<file path="config.mk">
export PLATFORM = sky130hd
export DESIGN_NAME = dm_axi_master_flat
export DESIGN_NICKNAME = d
export VERILOG_FILES = /design/src/rtl/dm_axi_pkg.sv /design/src/rtl/dm_axi_master_if.sv /design/src/rtl/dm_axi_master_store_align.sv /design/src/rtl/dm_axi_master.sv /design/src/flat_wrapper.sv
export SDC_FILE = /design/constraint.sdc
export NUM_CORES = 1
export LEC_CHECK = 0
export ABC_AREA = 1
export BUFFER_PORTS_ARGS = -buffer_cell sky130_fd_sc_hd__buf_2
export CORE_MARGIN = 1.5
export CORE_UTILIZATION = 31
export DETAILED_ROUTE_END_ITERATION = 16
export HOLD_SLACK_MARGIN = 0.06
export PLACE_DENSITY = 0.71
export SKIP_CTS_REPAIR_TIMING = 1
export SLEW_MARGIN = 10
export SYNTH_ARGS = -nofsm -noshare
export SYNTH_HDL_FRONTEND = slang
export SYNTH_HIERARCHICAL = 1
export SYNTH_SLANG_ARGS = --single-unit
</file>
<file path="constraint.sdc">
create_clock -name ACLK -period 2 [get_ports ACLK]
set_input_delay 0.1 -clock ACLK [delete_from_list [all_inputs] [get_ports ACLK]]
set_output_delay 0.1 -clock ACLK [all_outputs]
set_load 0.02 [all_outputs]
</file>
<file path="src/rtl/dm_axi_pkg.sv">
// Shared types and constants for the data-memory AXI master.
package dm_axi_pkg;

  // Transaction sequencer states
  typedef enum logic [2:0] {
    S_IDLE,
    S_RADDR,
    S_RDATA,
    S_WRITE,
    S_WRESP,
    S_DONE
  } state_e;

  // RV32I load funct3 encodings
  localparam logic [2:0] F3_LB  = 3'b000;
  localparam logic [2:0] F3_LH  = 3'b001;
  localparam logic [2:0] F3_LW  = 3'b010;
  localparam logic [2:0] F3_LBU = 3'b100;
  localparam logic [2:0] F3_LHU = 3'b101;

  // RV32I store funct3 encodings
  localparam logic [2:0] F3_SB = 3'b000;
  localparam logic [2:0] F3_SH = 3'b001;
  localparam logic [2:0] F3_SW = 3'b010;

  // AXI field constants
  localparam logic [2:0] SIZE_WORD  = 3'b010;
  localparam logic [1:0] BURST_INCR = 2'b01;
  localparam logic [1:0] RESP_OKAY  = 2'b00;

endpackage

</file>
<file path="src/rtl/dm_axi_master_if.sv">
// AXI4 channel bundle between the data-memory master and its slave.
interface dm_axi_master_if #(
  parameter int ID_W = 4
);

  // Read address channel
  logic [ID_W-1:0] ARID;
  logic [31:0]     ARADDR;
  logic [3:0]      ARLEN;
  logic [2:0]      ARSIZE;
  logic [1:0]      ARBURST;
  logic            ARVALID;
  logic            ARREADY;

  // Read data channel
  logic [ID_W-1:0] RID;
  logic [31:0]     RDATA;
  logic [1:0]      RRESP;
  logic            RLAST;
  logic            RVALID;
  logic            RREADY;

  // Write address channel
  logic [ID_W-1:0] AWID;
  logic [31:0]     AWADDR;
  logic [3:0]      AWLEN;
  logic [2:0]      AWSIZE;
  logic [1:0]      AWBURST;
  logic            AWVALID;
  logic            AWREADY;

  // Write data channel
  logic [31:0]     WDATA;
  logic [3:0]      WSTRB;
  logic            WLAST;
  logic            WVALID;
  logic            WREADY;

  // Write response channel
  logic [ID_W-1:0] BID;
  logic [1:0]      BRESP;
  logic            BVALID;
  logic            BREADY;

  modport master (
    output ARID, ARADDR, ARLEN, ARSIZE, ARBURST, ARVALID,
    input  ARREADY,
    input  RID, RDATA, RRESP, RLAST, RVALID,
    output RREADY,
    output AWID, AWADDR, AWLEN, AWSIZE, AWBURST, AWVALID,
    input  AWREADY,
    output WDATA, WSTRB, WLAST, WVALID,
    input  WREADY,
    input  BID, BRESP, BVALID,
    output BREADY
  );

  modport slave (
    input  ARID, ARADDR, ARLEN, ARSIZE, ARBURST, ARVALID,
    output ARREADY,
    output RID, RDATA, RRESP, RLAST, RVALID,
    input  RREADY,
    input  AWID, AWADDR, AWLEN, AWSIZE, AWBURST, AWVALID,
    output AWREADY,
    input  WDATA, WSTRB, WLAST, WVALID,
    output WREADY,
    output BID, BRESP, BVALID,
    input  BREADY
  );

endinterface

</file>
<file path="src/rtl/dm_axi_master_store_align.sv">
// Store lane placement: byte strobes and replicated data for SB/SH/SW.
module store_align
  import dm_axi_pkg::*;
(
  input  logic [2:0]  funct3,
  input  logic [1:0]  addr_lo,
  input  logic [31:0] wdata,
  output logic [3:0]  strb,
  output logic [31:0] data
);

  // Replicate the source across lanes and enable only the addressed ones
  always_comb begin
    // NOTE: every output gets a value before the case so no path leaves it
    // unassigned; a missing default here would infer a latch.
    strb = 4'b1111;
    data = wdata;
    case (funct3)
      F3_SB: begin
        strb = 4'b0001 << addr_lo;
        data = {4{wdata[7:0]}};
      end
      F3_SH: begin
        strb = addr_lo[1] ? 4'b1100 : 4'b0011;
        data = {2{wdata[15:0]}};
      end
      default: ;
    endcase
  end

endmodule

</file>
<file path="src/rtl/dm_axi_master.sv">
// MEM-stage data-memory master: one single-beat AXI4 read or write per
// pipeline load/store, stalling the pipeline until the response returns.
module dm_axi_master
  import dm_axi_pkg::*;
#(
  parameter int ID_W      = 4,
  parameter int MASTER_ID = 1
) (
  input  logic        ACLK,
  input  logic        ARESETn,
  input  logic        i_req,
  input  logic        i_we,
  input  logic [2:0]  i_funct3,
  input  logic [31:0] i_addr,
  input  logic [31:0] i_wdata,
  output logic        o_stall,
  output logic [31:0] o_DM_DI,
  output logic        o_resp_err,
  dm_axi_master_if.master axi
);

  state_e      state_q, state_d;
  logic [29:0] word_addr_q;
  logic [3:0]  strb_q;
  logic [31:0] wdata_q;
  logic [1:0]  resp_q;
  logic [31:0] dm_di_q;
  logic        arvalid_q, awvalid_q, wvalid_q;
  logic        aw_done_q, w_done_q;

  logic [3:0]  strb_al;
  logic [31:0] wdata_al;
  logic        accept, ar_hs, aw_hs, w_hs;

  store_align u_store_align (
    .funct3  (i_funct3),
    .addr_lo (i_addr[1:0]),
    .wdata   (i_wdata),
    .strb    (strb_al),
    .data    (wdata_al)
  );

  assign accept = (state_q == S_IDLE) && i_req;
  assign ar_hs  = arvalid_q && axi.ARREADY;
  assign aw_hs  = awvalid_q && axi.AWREADY;
  assign w_hs   = wvalid_q && axi.WREADY;

  // Fixed single-beat word-sized INCR fields
  assign axi.ARID    = ID_W'(MASTER_ID);
  assign axi.ARADDR  = {word_addr_q, 2'b00};
  assign axi.ARLEN   = 4'd0;
  assign axi.ARSIZE  = SIZE_WORD;
  assign axi.ARBURST = BURST_INCR;
  assign axi.ARVALID = arvalid_q;

  assign axi.AWID    = ID_W'(MASTER_ID);
  assign axi.AWADDR  = {word_addr_q, 2'b00};
  assign axi.AWLEN   = 4'd0;
  assign axi.AWSIZE  = SIZE_WORD;
  assign axi.AWBURST = BURST_INCR;
  assign axi.AWVALID = awvalid_q;

  assign axi.WDATA   = wdata_q;
  assign axi.WSTRB   = strb_q;
  assign axi.WLAST   = 1'b1;
  assign axi.WVALID  = wvalid_q;

  assign o_DM_DI = dm_di_q;

  // Response IDs and RLAST carry no information for single-beat transfers
  logic unused_ok;
  assign unused_ok = &{1'b0, axi.RID, axi.BID, axi.RLAST};

  // State register
  always_ff @(posedge ACLK or negedge ARESETn) begin
    // NOTE: sequential state uses non-blocking assignment so every flop
    // samples pre-edge values regardless of statement order.
    if (!ARESETn) state_q <= S_IDLE;
    else          state_q <= state_d;
  end

  // Next-state decode and state-derived outputs
  always_comb begin
    state_d    = state_q;
    axi.RREADY = 1'b0;
    axi.BREADY = 1'b0;
    o_stall    = i_req && (state_q != S_DONE);
    o_resp_err = 1'b0;
    case (state_q)
      S_IDLE:  if (i_req) state_d = i_we ? S_WRITE : S_RADDR;
      S_RADDR: if (ar_hs) state_d = S_RDATA;
      S_RDATA: begin
        axi.RREADY = 1'b1;
        if (axi.RVALID) state_d = S_DONE;
      end
      S_WRITE: if ((aw_done_q || aw_hs) && (w_done_q || w_hs)) state_d = S_WRESP;
      S_WRESP: begin
        axi.BREADY = 1'b1;
        if (axi.BVALID) state_d = S_DONE;
      end
      S_DONE: begin
        o_resp_err = (resp_q != RESP_OKAY);
        state_d    = S_IDLE;
      end
      default: state_d = S_IDLE;
    endcase
  end

  // Registered valids: raised on accept, each dropped by its own handshake
  always_ff @(posedge ACLK or negedge ARESETn) begin
    if (!ARESETn) begin
      arvalid_q <= 1'b0;
      awvalid_q <= 1'b0;
      wvalid_q  <= 1'b0;
      aw_done_q <= 1'b0;
      w_done_q  <= 1'b0;
    end else if (accept) begin
      arvalid_q <= !i_we;
      awvalid_q <= i_we;
      wvalid_q  <= i_we;
      aw_done_q <= 1'b0;
      w_done_q  <= 1'b0;
    end else begin
      if (ar_hs) arvalid_q <= 1'b0;
      if (aw_hs) begin
        awvalid_q <= 1'b0;
        aw_done_q <= 1'b1;
      end
      if (w_hs) begin
        wvalid_q <= 1'b0;
        w_done_q <= 1'b1;
      end
    end
  end

  // Request payload latch and response capture
  always_ff @(posedge ACLK or negedge ARESETn) begin
    if (!ARESETn) begin
      word_addr_q <= '0;
      strb_q      <= '0;
      wdata_q     <= '0;
      resp_q      <= RESP_OKAY;
      dm_di_q     <= '0;
    end else begin
      if (accept) begin
        word_addr_q <= i_addr[31:2];
        strb_q      <= strb_al;
        wdata_q     <= wdata_al;
      end
      if (state_q == S_RDATA && axi.RVALID) begin
        dm_di_q <= axi.RDATA;
        resp_q  <= axi.RRESP;
      end
      if (state_q == S_WRESP && axi.BVALID) resp_q <= axi.BRESP;
    end
  end

endmodule

</file>
<file path="src/flat_wrapper.sv">
// flat-port wrapper written by rule: the top's interface ports become plain ports
module dm_axi_master_flat import dm_axi_pkg::*;
#(
  parameter int ID_W      = 4,
  parameter int MASTER_ID = 1
)
  (ACLK, ARESETn, i_req, i_we, i_funct3, i_addr, i_wdata, o_stall, o_DM_DI, o_resp_err, axi_ARID, axi_ARADDR, axi_ARLEN, axi_ARSIZE, axi_ARBURST, axi_ARVALID, axi_ARREADY, axi_RID, axi_RDATA, axi_RRESP, axi_RLAST, axi_RVALID, axi_RREADY, axi_AWID, axi_AWADDR, axi_AWLEN, axi_AWSIZE, axi_AWBURST, axi_AWVALID, axi_AWREADY, axi_WDATA, axi_WSTRB, axi_WLAST, axi_WVALID, axi_WREADY, axi_BID, axi_BRESP, axi_BVALID, axi_BREADY);
  dm_axi_master_if #(.ID_W(ID_W)) axi_i ();
  input  logic ACLK;
  input  logic ARESETn;
  input  logic i_req;
  input  logic i_we;
  input  logic [2:0] i_funct3;
  input  logic [31:0] i_addr;
  input  logic [31:0] i_wdata;
  output logic o_stall;
  output logic [31:0] o_DM_DI;
  output logic o_resp_err;
  output wire logic [$bits(axi_i.ARID)-1:0] axi_ARID;
  output wire logic [$bits(axi_i.ARADDR)-1:0] axi_ARADDR;
  output wire logic [$bits(axi_i.ARLEN)-1:0] axi_ARLEN;
  output wire logic [$bits(axi_i.ARSIZE)-1:0] axi_ARSIZE;
  output wire logic [$bits(axi_i.ARBURST)-1:0] axi_ARBURST;
  output wire logic [$bits(axi_i.ARVALID)-1:0] axi_ARVALID;
  input wire logic [$bits(axi_i.ARREADY)-1:0] axi_ARREADY;
  input wire logic [$bits(axi_i.RID)-1:0] axi_RID;
  input wire logic [$bits(axi_i.RDATA)-1:0] axi_RDATA;
  input wire logic [$bits(axi_i.RRESP)-1:0] axi_RRESP;
  input wire logic [$bits(axi_i.RLAST)-1:0] axi_RLAST;
  input wire logic [$bits(axi_i.RVALID)-1:0] axi_RVALID;
  output wire logic [$bits(axi_i.RREADY)-1:0] axi_RREADY;
  output wire logic [$bits(axi_i.AWID)-1:0] axi_AWID;
  output wire logic [$bits(axi_i.AWADDR)-1:0] axi_AWADDR;
  output wire logic [$bits(axi_i.AWLEN)-1:0] axi_AWLEN;
  output wire logic [$bits(axi_i.AWSIZE)-1:0] axi_AWSIZE;
  output wire logic [$bits(axi_i.AWBURST)-1:0] axi_AWBURST;
  output wire logic [$bits(axi_i.AWVALID)-1:0] axi_AWVALID;
  input wire logic [$bits(axi_i.AWREADY)-1:0] axi_AWREADY;
  output wire logic [$bits(axi_i.WDATA)-1:0] axi_WDATA;
  output wire logic [$bits(axi_i.WSTRB)-1:0] axi_WSTRB;
  output wire logic [$bits(axi_i.WLAST)-1:0] axi_WLAST;
  output wire logic [$bits(axi_i.WVALID)-1:0] axi_WVALID;
  input wire logic [$bits(axi_i.WREADY)-1:0] axi_WREADY;
  input wire logic [$bits(axi_i.BID)-1:0] axi_BID;
  input wire logic [$bits(axi_i.BRESP)-1:0] axi_BRESP;
  input wire logic [$bits(axi_i.BVALID)-1:0] axi_BVALID;
  output wire logic [$bits(axi_i.BREADY)-1:0] axi_BREADY;
  assign axi_ARID = axi_i.ARID;
  assign axi_ARADDR = axi_i.ARADDR;
  assign axi_ARLEN = axi_i.ARLEN;
  assign axi_ARSIZE = axi_i.ARSIZE;
  assign axi_ARBURST = axi_i.ARBURST;
  assign axi_ARVALID = axi_i.ARVALID;
  assign axi_i.ARREADY = axi_ARREADY;
  assign axi_i.RID = axi_RID;
  assign axi_i.RDATA = axi_RDATA;
  assign axi_i.RRESP = axi_RRESP;
  assign axi_i.RLAST = axi_RLAST;
  assign axi_i.RVALID = axi_RVALID;
  assign axi_RREADY = axi_i.RREADY;
  assign axi_AWID = axi_i.AWID;
  assign axi_AWADDR = axi_i.AWADDR;
  assign axi_AWLEN = axi_i.AWLEN;
  assign axi_AWSIZE = axi_i.AWSIZE;
  assign axi_AWBURST = axi_i.AWBURST;
  assign axi_AWVALID = axi_i.AWVALID;
  assign axi_i.AWREADY = axi_AWREADY;
  assign axi_WDATA = axi_i.WDATA;
  assign axi_WSTRB = axi_i.WSTRB;
  assign axi_WLAST = axi_i.WLAST;
  assign axi_WVALID = axi_i.WVALID;
  assign axi_i.WREADY = axi_WREADY;
  assign axi_i.BID = axi_BID;
  assign axi_i.BRESP = axi_BRESP;
  assign axi_i.BVALID = axi_BVALID;
  assign axi_BREADY = axi_i.BREADY;
  dm_axi_master #(.ID_W(ID_W), .MASTER_ID(MASTER_ID)) u_core (.ACLK(ACLK), .ARESETn(ARESETn), .i_req(i_req), .i_we(i_we), .i_funct3(i_funct3), .i_addr(i_addr), .i_wdata(i_wdata), .o_stall(o_stall), .o_DM_DI(o_DM_DI), .o_resp_err(o_resp_err), .axi(axi_i));
endmodule
</file>
==> results.md <==
* Worst Max-Slew Pin Slew at 0.581 ns
* Global Route Usage Sum at 15.8%
* Clock share of power at 15.9%
* Num CTS Buffers at 9
* I/O Buffers at 246
* Fillers at 1623
* Post-synth top flop: dfrtp_1
* Post-DP Area at 0.00628 mm²
* Post-synthesis register bit count at 108
* Worst R2R Start: u_core/state_q[1]
* Setup crit start kind: register
* CP required at 2.23 ns
* Clock root buffer: clkbuf_16
* Iteration-0 DRC Markers at 229
* Routed Antenna Nets at 0
* Most frequent cell after synthesis: nand2_1
* Initial DRT Pass Iterations at 5
* Crit. End Element: register
* Max-cap viol count at 0
* Largest net degree at the start of global routing at 71
* Setup TNS at 0 ns
* First-pass GRT wire length at 22100 µm
* Fin. Hold Viols at 0
* Synth area leader: dfrtp_1
* Switching power total at 4870 µW
* Peak supply drop at 564 µV
* Min-Delay Endpoint: u_core/axi.WDATA[3]
* Initial antenna violation count at 0
* Final design area excluding fillers at 0.00731 mm²
* Number of inserted diodes at 0
* Nets at 1057
* GR Overflow Total at 0
* Pwr/cell area at 1450 mW/mm²
* Wire length per cell at 13.1 µm
* Die X at 133 µm
* Syn-to-layout area delta at 39.4%
* Hold Crit Class: in -> reg
* Rows at 47
* Min Tclk post-route at 1.78 ns
* Share of layout cells above drive strength 1 at 29.8%
* Post-synthesis sequential area ratio at 51.6%
* Final period utilization at 89.1%
* EDFF count, synth at 0
* Clock slew at reported path FFs at 0.07 ns
* Yosys warns at 6
* Crit Reg-Reg Endpoint: u_core/o_DM_DI[15]
* Die area at 0.0177 mm²
* Later-pin clock latency in the skew report at 0.35 ns
* Max FO, Critical Path at 33
* Num ports at 287
* Core footprint at 0.0165 mm²
* Setup violations, final at 0
* Detailed Route WL at 15300 µm
* Top area cells in the synthesized netlist: dfrtp_1 52%, nand2_1 26%, buf_4 10%
* Vias in the first global route at 4304
* Cells after Synth at 661
* Number of remaining DRC errors at 0
* Setup Skew at 0.00794 ns
* Worst setup startpoint: u_core/state_q[1]
* Tot Pwr at 10600 µW
* Register Area at 0.00270 mm²
* Final Max Tran Viols at 0
* Share of power burned in registers at 35.6%
* Internal power at 5720 µW
* Status: finished clean
* Slew headroom at 61.2%
* R2R depth at 6
* Die H at 133 µm
* Hold path depth at 3
* H-tree depth at 3
* RSZ-0062 raised after global routing: false
* Synth top area share at 51.6%
* CP arrival at 2.01 ns
* Avg Synthesized Cell Area at 7.93 µm²
* DP Wirelength at 10100 µm
* Synth Cell Area at 0.00524 mm²
* Via density per instance at 4.32
* CTS tree: built
* Top cells by count, synth: 367 x nand2_1, 108 x dfrtp_1, 71 x buf_4
* Post-synth cell types at 23
* Combinational Power Share at 48.5%
* R2R setup slack at 0.22 ns
* LEAKAGE at 0.00432 µW
* Starting Density at 31.7%
* Multi-input gate area at 0.00188 mm²
* Clock Path Buffers at 2
* Dpl ws at 0.242 ns
* Switching Share at 46.0%
* Fmax achieved at 561 MHz
* Total vias in the final route at 5010
* PnR worst setup slack at 0.219 ns
* GPL Wtd Cong at 0.818
* CTS sink count at 108
* Kind of critical path: reg -> reg
* Post-synth ARST share at 100%
* WHS at 0.0153 ns
* Hold Path Origin: i_wdata[3]
==> per-layer routing <==
metal / routed length [µm] / global-route usage, %
met3: 932 / 2.84
met4: 410 / 6.65
met2: 7590 / 26.6
met5: 0 / 0
met1: 6330 / 20.0
==> power groups by stage <==
stage | registers (µW) | clock network [µW] | logic [µW]
finish | 3770 | 1690 | 5130
global route | 3910 | 1840 | 5610
CTS | 3760 | 1770 | 5020
detailed placement | 3770 | 0 | 5030
global placement | 3760 | 0 | 4950
floorplan | 4900 | 0 | 2480
==> final cells by class <==
class | count | area share [%]
multi-input combinational | 467 | 25.8
tap | 220 | 3.77
inverter | 19 | 0.993
clock inverter | 6 | 0.651
sequential | 108 | 37.0
clock buffer | 10 | 3.13
timing repair buffer | 331 | 28.7
==> how the worst max path moves through the flow <==
stage	end	slack (ns)	cells past startpoint
global route	u_core/o_DM_DI[9]	0.04	6
global placement	u_core/resp_q[1]	0.27	6
CTS	u_core/resp_q[1]	0.24	6
detailed placement	u_core/resp_q[1]	0.24	6
floorplan	u_core/o_DM_DI[10]	0.63	6
finish	u_core/o_DM_DI[15]	0.22	6
==> worst max-delay path, cell delays in order (launching register included) <==
cell and delay, ns:
dfrtp_1 0.46, inv_2 0.13, nor3_4 0.05, nand2_2 0.28, clkinv_2 0.46, nand2_1 0.20, nand2_1 0.08
==> kinds of logic (layout without fill, tap and decap cells) <==
kind of cell | Yosys count | count (layout) | share of synthesized area, %
other | 2 | 31 | 0.143
and+or+nand+nor | 425 | 425 | 32.4
buffers and inverters | 115 | 366 | 14.6
DFF | 108 | 108 | 51.6
AOI/OAI and AO/OA | 11 | 11 | 1.27
==> registers in the layout, indices dropped and copies added, names as in the netlist <==
| name | count |
|---|---|
| u_core/aw_done_q | 1 |
| u_core/axi.WSTRB | 4 |
| u_core/axi.WDATA | 32 |
| u_core/o_DM_DI | 32 |
| u_core/axi.ARVALID | 1 |
| u_core/word_addr_q | 30 |
| u_core/state_q | 3 |
| u_core/axi.AWVALID | 1 |
| u_core/axi.WVALID | 1 |
| u_core/w_done_q | 1 |
| u_core/resp_q | 2 |
==> cell usage in the layout (no fill, tap or decap) <==
cell type      count
inv_1             15
buf_12             3
inv_6              2
nand2_1          367
nand3_4            1
inv_2              3
nor2_1             8
dfrtp_1          108
dlygate4sd3_1     75
a21oi_1            4
nor2_4             2
nand3_1           41
clkinv_2           2
clkbuf_16          9
clkbuf_1           1
nand2_2            1
nor3_4             1
a31oi_1            1
buf_2            245
o211a_1            2
clkinv_4           2
nand3b_1           1
conb_1            31
o21ai_0            4
clkinvlp_4         1
nor3_1             1
or2_1              2
buf_4              8
==> metrics by stage <==
step	std cells	utilization (%)
global route	1161	44.2
CTS	1086	39.7
finish	1161	44.2
global placement	1070	38.0
floorplan	690	-
detailed placement	1070	38.0
(Power assumes the default switching activity.)
